<file path="config.mk">
export PLATFORM = sky130hd
export DESIGN_NAME = tx_bram_loader
export DESIGN_NICKNAME = d
export VERILOG_FILES = /design/src/rtl/tx_bram_loader.sv
export SDC_FILE = /design/constraint.sdc
export NUM_CORES = 1
export LEC_CHECK = 0
export CAP_MARGIN = 10
export CORE_MARGIN = 4
export CORE_UTILIZATION = 44
export DETAILED_ROUTE_END_ITERATION = 7
export PLACE_DENSITY_LB_ADDON = 0.15
export SETUP_SLACK_MARGIN = 0.1
export SLEW_MARGIN = 20
export SYNTH_ARGS = -nofsm -noshare
export SYNTH_HDL_FRONTEND = slang
export SYNTH_SLANG_ARGS = --single-unit
</file>
<file path="constraint.sdc">
create_clock -name clock -period 2.1 [get_ports clock]
set_input_delay 0.315 -clock clock [delete_from_list [all_inputs] [get_ports clock]]
set_output_delay 0.315 -clock clock [all_outputs]
set_load 0.02 [all_outputs]
</file>
<file path="src/rtl/tx_bram_loader.sv">
// tx_bram_loader: writer side of the TX packet buffer.
// Takes the host word stream and stores it in the BRAM write port from
// address 0 upward. It then hands the packet to dot11_tx with a
// phy_tx_start / phy_tx_started / phy_tx_done handshake.
// Optional packet statistics are enabled with the TX_LOADER_STATS_EN macro.
module tx_bram_loader #(
  parameter int ADDR_WIDTH    = 10,
  parameter int DATA_WIDTH    = 64,
  parameter int MAX_WORDS     = 1024,
  parameter int START_TIMEOUT = 255
) (
  input  logic                  clock,
  input  logic                  reset,
  input  logic [DATA_WIDTH-1:0] s_data,
  input  logic                  s_valid,
  input  logic                  s_last,
  output logic                  s_ready,
  output logic                  bram_we,
  output logic [ADDR_WIDTH-1:0] bram_waddr,
  output logic [DATA_WIDTH-1:0] bram_wdata,
  output logic                  phy_tx_start,
  input  logic                  phy_tx_started,
  input  logic                  phy_tx_done,
  output logic                  busy,
  output logic [ADDR_WIDTH:0]   word_count,
`ifdef TX_LOADER_STATS_EN
  output logic [31:0]           pkt_sent_cnt,
  output logic [15:0]           pkt_drop_cnt,
`endif
  input  logic                  err_clear,
  output logic                  err_overflow,
  output logic                  err_timeout
);

  localparam int WC_W    = ADDR_WIDTH + 1;
  localparam int TIMER_W = (START_TIMEOUT > 2) ? $clog2(START_TIMEOUT) : 1;
  localparam logic [ADDR_WIDTH-1:0] LAST_ADDR  = ADDR_WIDTH'(MAX_WORDS - 1);
  localparam logic [TIMER_W-1:0]    TIMER_LAST = TIMER_W'(START_TIMEOUT - 1);

  typedef enum logic [2:0] {
    IDLE,
    LOAD,
    DRAIN,
    START,
    WAIT_DONE
  } state_t;

  state_t                  state_q, state_d;
  logic [ADDR_WIDTH-1:0]   wr_ptr_q, wr_ptr_d;
  logic [TIMER_W-1:0]      timer_q, timer_d;
  logic                    bram_we_q, bram_we_d;
  logic [ADDR_WIDTH-1:0]   bram_waddr_q, bram_waddr_d;
  logic [DATA_WIDTH-1:0]   bram_wdata_q, bram_wdata_d;
  logic                    start_q, start_d;
  logic [WC_W-1:0]         word_count_q, word_count_d;
  logic                    err_ovf_q, err_ovf_d;
  logic                    err_to_q, err_to_d;
  logic                    set_ovf, set_to;
  logic                    beat;

  // Accept words only in the streaming states and never while reset is held
  assign s_ready = !reset && ((state_q == IDLE) || (state_q == LOAD) || (state_q == DRAIN));
  assign beat    = s_valid && s_ready;

  assign bram_we      = bram_we_q;
  assign bram_waddr   = bram_waddr_q;
  assign bram_wdata   = bram_wdata_q;
  assign phy_tx_start = start_q;
  assign busy         = (state_q != IDLE);
  assign word_count   = word_count_q;
  assign err_overflow = err_ovf_q;
  assign err_timeout  = err_to_q;

  // Next-state logic: write pipeline, handshake sequencing and error detection
  always_comb begin
    state_d      = state_q;
    wr_ptr_d     = wr_ptr_q;
    timer_d      = '0;
    bram_we_d    = 1'b0;
    bram_waddr_d = bram_waddr_q;
    bram_wdata_d = bram_wdata_q;
    word_count_d = word_count_q;
    set_ovf      = 1'b0;
    set_to       = 1'b0;

    case (state_q)
      IDLE: begin
        wr_ptr_d = '0;
        if (beat) begin
          bram_we_d    = 1'b1;
          bram_waddr_d = '0;
          bram_wdata_d = s_data;
          wr_ptr_d     = ADDR_WIDTH'(1);
          if (s_last) begin
            word_count_d = WC_W'(1);
            state_d      = START;
          end else if (LAST_ADDR == '0) begin
            set_ovf = 1'b1;
            state_d = DRAIN;
          end else begin
            state_d = LOAD;
          end
        end
      end

      LOAD: begin
        if (beat) begin
          bram_we_d    = 1'b1;
          bram_waddr_d = wr_ptr_q;
          bram_wdata_d = s_data;
          wr_ptr_d     = wr_ptr_q + ADDR_WIDTH'(1);
          if (s_last) begin
            word_count_d = {1'b0, wr_ptr_q} + WC_W'(1);
            state_d      = START;
          end else if (wr_ptr_q == LAST_ADDR) begin
            set_ovf = 1'b1;
            state_d = DRAIN;
          end
        end
      end

      DRAIN: begin
        wr_ptr_d = '0;
        if (beat && s_last) begin
          state_d = IDLE;
        end
      end

      START: begin
        wr_ptr_d = '0;
        timer_d  = start_q ? (timer_q + TIMER_W'(1)) : '0;
        if (phy_tx_started && phy_tx_done) begin
          state_d = IDLE;
        end else if (phy_tx_started) begin
          state_d = WAIT_DONE;
        end else if (start_q && (timer_q == TIMER_LAST)) begin
          set_to  = 1'b1;
          state_d = IDLE;
        end
      end

      WAIT_DONE: begin
        wr_ptr_d = '0;
        if (phy_tx_done) begin
          state_d = IDLE;
        end
      end

      default: begin
        state_d = IDLE;
      end
    endcase

    start_d   = (state_q == START) && (state_d == START);
    err_ovf_d = set_ovf | (err_ovf_q & ~err_clear);
    err_to_d  = set_to  | (err_to_q  & ~err_clear);
  end

  // State and output registers with synchronous reset
  always_ff @(posedge clock) begin
    if (reset) begin
      state_q      <= IDLE;
      wr_ptr_q     <= '0;
      timer_q      <= '0;
      bram_we_q    <= 1'b0;
      bram_waddr_q <= '0;
      bram_wdata_q <= '0;
      start_q      <= 1'b0;
      word_count_q <= '0;
      err_ovf_q    <= 1'b0;
      err_to_q     <= 1'b0;
    end else begin
      state_q      <= state_d;
      wr_ptr_q     <= wr_ptr_d;
      timer_q      <= timer_d;
      bram_we_q    <= bram_we_d;
      bram_waddr_q <= bram_waddr_d;
      bram_wdata_q <= bram_wdata_d;
      start_q      <= start_d;
      word_count_q <= word_count_d;
      err_ovf_q    <= err_ovf_d;
      err_to_q     <= err_to_d;
    end
  end

`ifdef TX_LOADER_STATS_EN
  logic        sent_pulse;
  logic        drop_pulse;
  logic [31:0] sent_q;
  logic [15:0] drop_q;

  // A packet counts as sent when dot11_tx reports done; timeouts are drops
  assign sent_pulse = ((state_q == WAIT_DONE) && phy_tx_done) ||
                      ((state_q == START) && phy_tx_started && phy_tx_done);
  assign drop_pulse = set_ovf | set_to;

  assign pkt_sent_cnt = sent_q;
  assign pkt_drop_cnt = drop_q;

  // Free-running wrap-around statistics counters, untouched by err_clear
  always_ff @(posedge clock) begin
    if (reset) begin
      sent_q <= '0;
      drop_q <= '0;
    end else begin
      if (sent_pulse) sent_q <= sent_q + 32'd1;
      if (drop_pulse) drop_q <= drop_q + 16'd1;
    end
  end
`endif

endmodule

</file>
==> results.toml, run 1 <==
[routing]
wl_per_cell_um = 14.9
dr_total_vias = 4116
viasPerCell = 5.10
wl_mm = 12.0
drtAntennaViolNets = 0
drc = 0
drtIter0Drc = 172
drt_pre_antenna_iters = 4

[synth]
ys.flop_type = "dfxtp_1"
synth_seq_cells = 110
yosysWarnings = 0
synth_edf_count = 0
synthCells = 522
avgSynthCellArea_um2 = 8.15
synth-seq-area-share_pct = 51.8
synthArstFlopShare_pct = 0
ys_types = 54
synth_nets = 596
netlist_area_um2 = 4250

[pwr]
combPwrFrac_pct = 15.2
switching_share_pct = 25.3
powerDensity_nw_per_um2 = 682
internal_power_mw = 3.18
ir_worst_vdd_mv = 0.310
finalPower_mw = 4.26
seqPwrFrac_pct = 51.7
power_switching_mw = 1.08
p_leak_nw = 2.16
pwr-share-clk_pct = 33.0

[die]
start_util_pct = 45.6
dieArea_um2 = 11300
core_area_um2 = 9330
die_w_um = 106
num_rows = 35
ios = 162
die_h_um = 106

[clocking]
cts_tree = "done"
root_buffer = "clkbuf_8"
clk_pin_slew_worst_paths_ns = 0.09
cts_buffers = 9
htree_num_levels = 3
clock_latency_ns = 0.37
post_cts_buffers = 0
clockBufferDepth = 2
clkSinkCount = 110

[global_routing]
first_global_vias = 3735
antenna_found_initial = 0
gr-total-overflow = 0
met3_usage_pct = 5.04
grtUsageTotal_pct = 20.5
met2_usage_pct = 34.7
grt_pass1_wl_mm = 18.8
busiest_layer = "met2"
grt.met1_usage_pct = 25.7
grt_max_degree = 103

[setup_path]
cp.arrival_ns = 1.59
end_kind = "primary output"
timing.critical_path.buf_inv = 1
cp_top_family = "simple AND/OR/NAND/NOR gates"
cp_slowest_cell = "or3_1"
cp_cell_sequence = "or3_1 -> dlygate4sd2_1"
slowest_delay_ns = 0.45
worstPathMaxFanout = 10
required_ns = 1.78
critPathKind = "flop to primary output"
worstSetupStartpointType = "flop"

[placement]
globalplace.congestion = 0.889
place_ws_ns = 0.0825
portBuffers = 161
dpl_cell_area_um2 = 6020
dp_hpwl_mm = 8.43

[finish]
layout_common_cells = "clkdlybuf4s50_1, nand2_1, dfxtp_1"
post-route-cell-area_um2 = 6240
drive_above_1_share_pct = 6.34
area_growth_pct = 46.8
final_common_cell = "clkdlybuf4s50_1"
fin_nets = 748
n_antenna_cell = 0

[min_path]
hp-class = "input pin to flop"

[timing]
period_share_pct = 90.6
rsz0062_at_grt = "no"
hold_violations = 0
slew_viol_final = 0
worst_slew_pin_slew_ns = 1.05
fmax_ghz = 0.526
relSlewSlack_pct = 29.8
whs_ns = 0.333
fin_ws_ns = 0.198
setup_viol = 0
fin_tns_setup_ns = 0
skew_ns = 0.0146
fin_crit_ns = 1.90

[run]
maxCapViolCount = 0

[run_status]
status = "finished clean"
==> Yosys cell counts (2+ instances only) <==
cell type | count | area (um^2)
nand2_1 | 146 | 548
o21ai_0 | 14 | 70.1
nor3_1 | 5 | 25.0
nand4_1 | 5 | 31.3
nand3b_1 | 2 | 15.0
and4_1 | 2 | 17.5
and3_1 | 2 | 12.5
a21oi_1 | 84 | 420
ha_1 | 3 | 37.5
nor2_1 | 32 | 120
buf_2 | 14 | 70.1
nor2b_1 | 2 | 12.5
inv_1 | 4 | 15.0
or3_1 | 5 | 31.3
o21a_1 | 4 | 30.0
a211oi_1 | 2 | 15.0
nand2b_1 | 2 | 12.5
a22oi_1 | 13 | 97.6
xnor2_1 | 5 | 43.8
xor2_1 | 4 | 35.0
clkbuf_1 | 21 | 78.8
dfxtp_1 | 110 | 2200
nand3_1 | 10 | 50.1
==> timing repair <==
item / CTS / global route
hold buffers: 0 / 0
endpoints found under the setup margin: 2 / 2
gates resized for setup: 3 / 1
==> layout make-up <==
type | instances | area [um^2]
clock buffer | 10 | 138
clock inverter | 5 | 83.8
fill | 831 | 3080
inverter | 5 | 18.8
multi-input combinational | 370 | 1880
sequential | 110 | 2200
tap | 129 | 161
timing repair buffer | 178 | 1760
==> metrics by stage <==
| stage | std cells | util, % |
|---|---|---|
| 2_1_floorplan | 522 | - |
| 3_3_place_gp | 792 | 64.5 |
| 3_5_place_dp | 792 | 64.5 |
| 4_1_cts | 807 | 66.9 |
| 5_1_grt | 807 | 66.9 |
| 6_report | 807 | 66.9 |
==> flip-flops by register name, summed over array words and instances, names as in the netlist <==
| signal | flops |
|---|---|
| err_timeout | 1 |
| word_count | 11 |
| bram_we | 1 |
| wr_ptr_q | 10 |
| err_overflow | 1 |
| timer_q | 8 |
| bram_waddr | 10 |
| bram_wdata | 64 |
| state_q | 3 |
| phy_tx_start | 1 |
==> path summary, 6_finish.rpt <==
check	startpoint	slack, ns	endpoint	cells past startpoint
worst min register to register	bram_wdata[12]$_SDFFE_PP0P_	0.46	bram_wdata[12]$_SDFFE_PP0P_	2
worst max-delay path	state_q[1]$_SDFF_PP0_	0.20	busy	2
worst min-delay path	reset	0.33	state_q[1]$_SDFF_PP0_	4
worst max register to register	state_q[0]$_SDFF_PP0_	0.30	wr_ptr_q[8]$_SDFFE_PP0P_	5
==> worst reg2reg max path, delay by kind of cell, from the launching register on <==
| kind | cells | cell delay, ns |
|---|---|---|
| AND/OR/NAND/NOR | 2 | 0.66 |
| flip-flops | 1 | 0.48 |
| AO/OA/AOI/OAI | 2 | 0.38 |
| buffers and inverters | 1 | 0.20 |
==> power by group through the flow <==
| stage | Sequential (mW) | Clock (mW) | Combinational [mW] |
|---|---|---|---|
| 2_1_floorplan | 2.32 | 0 | 0.228 |
| 3_3_place_gp | 2.25 | 0 | 0.643 |
| 3_5_place_dp | 2.25 | 0 | 0.650 |
| 4_1_cts | 2.20 | 1.43 | 0.651 |
| 5_1_grt | 2.21 | 1.51 | 0.694 |
| 6_report | 2.20 | 1.41 | 0.648 |
==> kinds of logic (layout without fill, tap and decap cells) <==
family                     after synthesis  in the layout  share of synthesized area [%]
and+or+nand+nor                        227            227                           23.5
muxes                                    1              1                          0.235
AOI/OAI and AO/OA                      130            130                           17.5
adders and majority gates                3              3                          0.883
DFF                                    110            110                           51.8
buffers and inverters                   42            198                           4.21
xor gates and xnor gates                 9              9                           1.85
==> routing by layer <==
| layer | up-vias | part of all wire [%] |
|---|---|---|
| met4 | 0 | 1.8 |
| met2 | 143 | 47 |
| li1 | 2064 | - |
| met1 | 1891 | 44 |
| met5 | - | 0 |
| met3 | 18 | 6.7 |
(Power assumes the default switching activity.)
==> run 2, diff against run 1 <==
--- a/config.mk
+++ b/config.mk
@@ -15,3 +15,4 @@
 export SYNTH_ARGS = -nofsm -noshare
 export SYNTH_HDL_FRONTEND = slang
 export SYNTH_SLANG_ARGS = --single-unit
+export TNS_END_PERCENT = 5
==> results of run 2 <==
No change in the layout: final DEF, timing and power equal those of run 1.
==> run 3, diff against run 2 <==
--- a/config.mk
+++ b/config.mk
@@ -5,10 +5,11 @@
 export SDC_FILE = /design/constraint.sdc
 export NUM_CORES = 1
 export LEC_CHECK = 0
-export CAP_MARGIN = 10
+export CAP_MARGIN = 20
 export CORE_MARGIN = 4
 export CORE_UTILIZATION = 44
 export DETAILED_ROUTE_END_ITERATION = 7
+export MAX_ROUTING_LAYER = met4
 export PLACE_DENSITY_LB_ADDON = 0.15
 export SETUP_SLACK_MARGIN = 0.1
 export SLEW_MARGIN = 20
==> results.toml, run 3 (synthesis gave the netlist of run 1 again) <==
[placement]
globalplace.congestion = 0.904
portBuffers = 161
dpl_cell_area_um2 = 6020
dp_hpwl_mm = 8.43

[global_routing]
antenna_found_initial = 0
grt_max_degree = 103
grt_pass1_wl_mm = 18.8
gr-total-overflow = 0
first_global_vias = 3728
grtUsageTotal_pct = 21.1

[die]
num_rows = 35
die_w_um = 106
start_util_pct = 45.6
ios = 162
dieArea_um2 = 11300
die_h_um = 106
core_area_um2 = 9330

[timing]
fin_tns_setup_ns = 0
fmax_ghz = 0.525
worst_slew_pin_slew_ns = 1.05
skew_ns = 0.0137
relSlewSlack_pct = 30.2
fin_crit_ns = 1.90
setup_viol = 0
hold_violations = 0
slew_viol_final = 0
rsz0062_at_grt = "no"
period_share_pct = 90.7

[clocking]
cts_tree = "done"
cts_buffers = 9
clk_pin_slew_worst_paths_ns = 0.09
clockBufferDepth = 2
post_cts_buffers = 0
clock_latency_ns = 0.37
htree_num_levels = 3
clkSinkCount = 110
root_buffer = "clkbuf_8"
ctsHoldBuffers = 0
cts_resized = 3

[setup_path]
critPathKind = "flop to primary output"
ff2ff_path_depth = 5
slowest_delay_ns = 0.45
cp_top_family = "simple AND/OR/NAND/NOR gates"
required_ns = 1.78
path_depth = 2
end_kind = "primary output"
cp_slowest_cell = "or3_1"
cp_cell_sequence = "or3_1 -> dlygate4sd2_1"
timing.critical_path.buf_inv = 1
cp.arrival_ns = 1.59
worstSetupStartpointType = "flop"
worstPathMaxFanout = 10

[run_status]
status = "finished clean"

[finish]
area_growth_pct = 46.8
n_fill_cell = 831
final_common_cell = "clkdlybuf4s50_1"
layout_common_cells = "clkdlybuf4s50_1, nand2_1, dfxtp_1"
post-route-cell-area_um2 = 6240
largest_reg_flops = 64
fin_nets = 748
n_antenna_cell = 0
drive_above_1_share_pct = 6.34

[routing]
drt_pre_antenna_iters = 4
dr_total_vias = 4096
wl_mm = 12.0
drtIter0Drc = 144
viasPerCell = 5.08
wl_per_cell_um = 14.9
drc = 0
drtAntennaViolNets = 0

[pwr]
ir_worst_vdd_mv = 0.311
p_leak_nw = 2.16
powerDensity_nw_per_um2 = 681

[min_path]
hold_depth = 4
hp-class = "input pin to flop"

[run]
maxCapViolCount = 0
run 3: cell counts in the layout (fill, tap and decap cells not counted):
No cell type changed its count.
run 3: worst min-delay path, stage by stage:
cell and delay, ns:
buf_4 0.11, a211oi_4 0.05, nand2_1 0.09, o21ai_0 0.08
run 3: per-layer routing:
metal	share of wire [%]	up-vias	global-route usage, %
met2	48	145	34.6
met3	6.0	13	4.19
met4	1.5	0	7.49
met5	0	-	-
li1	-	2064	-
met1	45	1874	25.9
run 3: worst paths after layout:
kind	start	endpoint	slack (ns)
worst max-delay path	state_q[1]$_SDFF_PP0_	busy	0.20
worst min-delay path	reset	state_q[1]$_SDFF_PP0_	0.34
worst max register to register	state_q[1]$_SDFF_PP0_	wr_ptr_q[8]$_SDFFE_PP0P_	0.31
worst min register to register	bram_wdata[12]$_SDFFE_PP0P_	bram_wdata[12]$_SDFFE_PP0P_	0.46
run 3: final cells by class:
class,instances,area (um^2),area share [%]
well taps,129,161,2.59
flip-flops and latches,110,2200,35.3
inverters,5,18.8,0.301
multi-input cells,370,1880,30.1
clock buffers,10,138,2.20
clock inverters,5,83.8,1.34
repair buffers,178,1760,28.2
run 3: stage by stage:
step	std cells	util (%)	setup WS, ns	total power [mW]	hold WS [ns]
after detailed placement	792	64.5	0.0825	2.90	0.447
after floorplan	522	-	0.396	2.55	0.394
after CTS	807	66.9	0.176	4.28	0.318
after global placement	792	64.5	0.0878	2.89	0.441
final	807	66.9	0.196	4.25	0.337
after global routing	807	66.9	0.163	4.42	0.350
run 3: power by group:
part / switching (mW) / leakage [nW] / total (mW) / internal (mW)
Sequential: 0.0447 / 0.894 / 2.20 / 2.16
Clock: 0.702 / 0.105 / 1.40 / 0.700
Combinational: 0.325 / 1.16 / 0.648 / 0.323
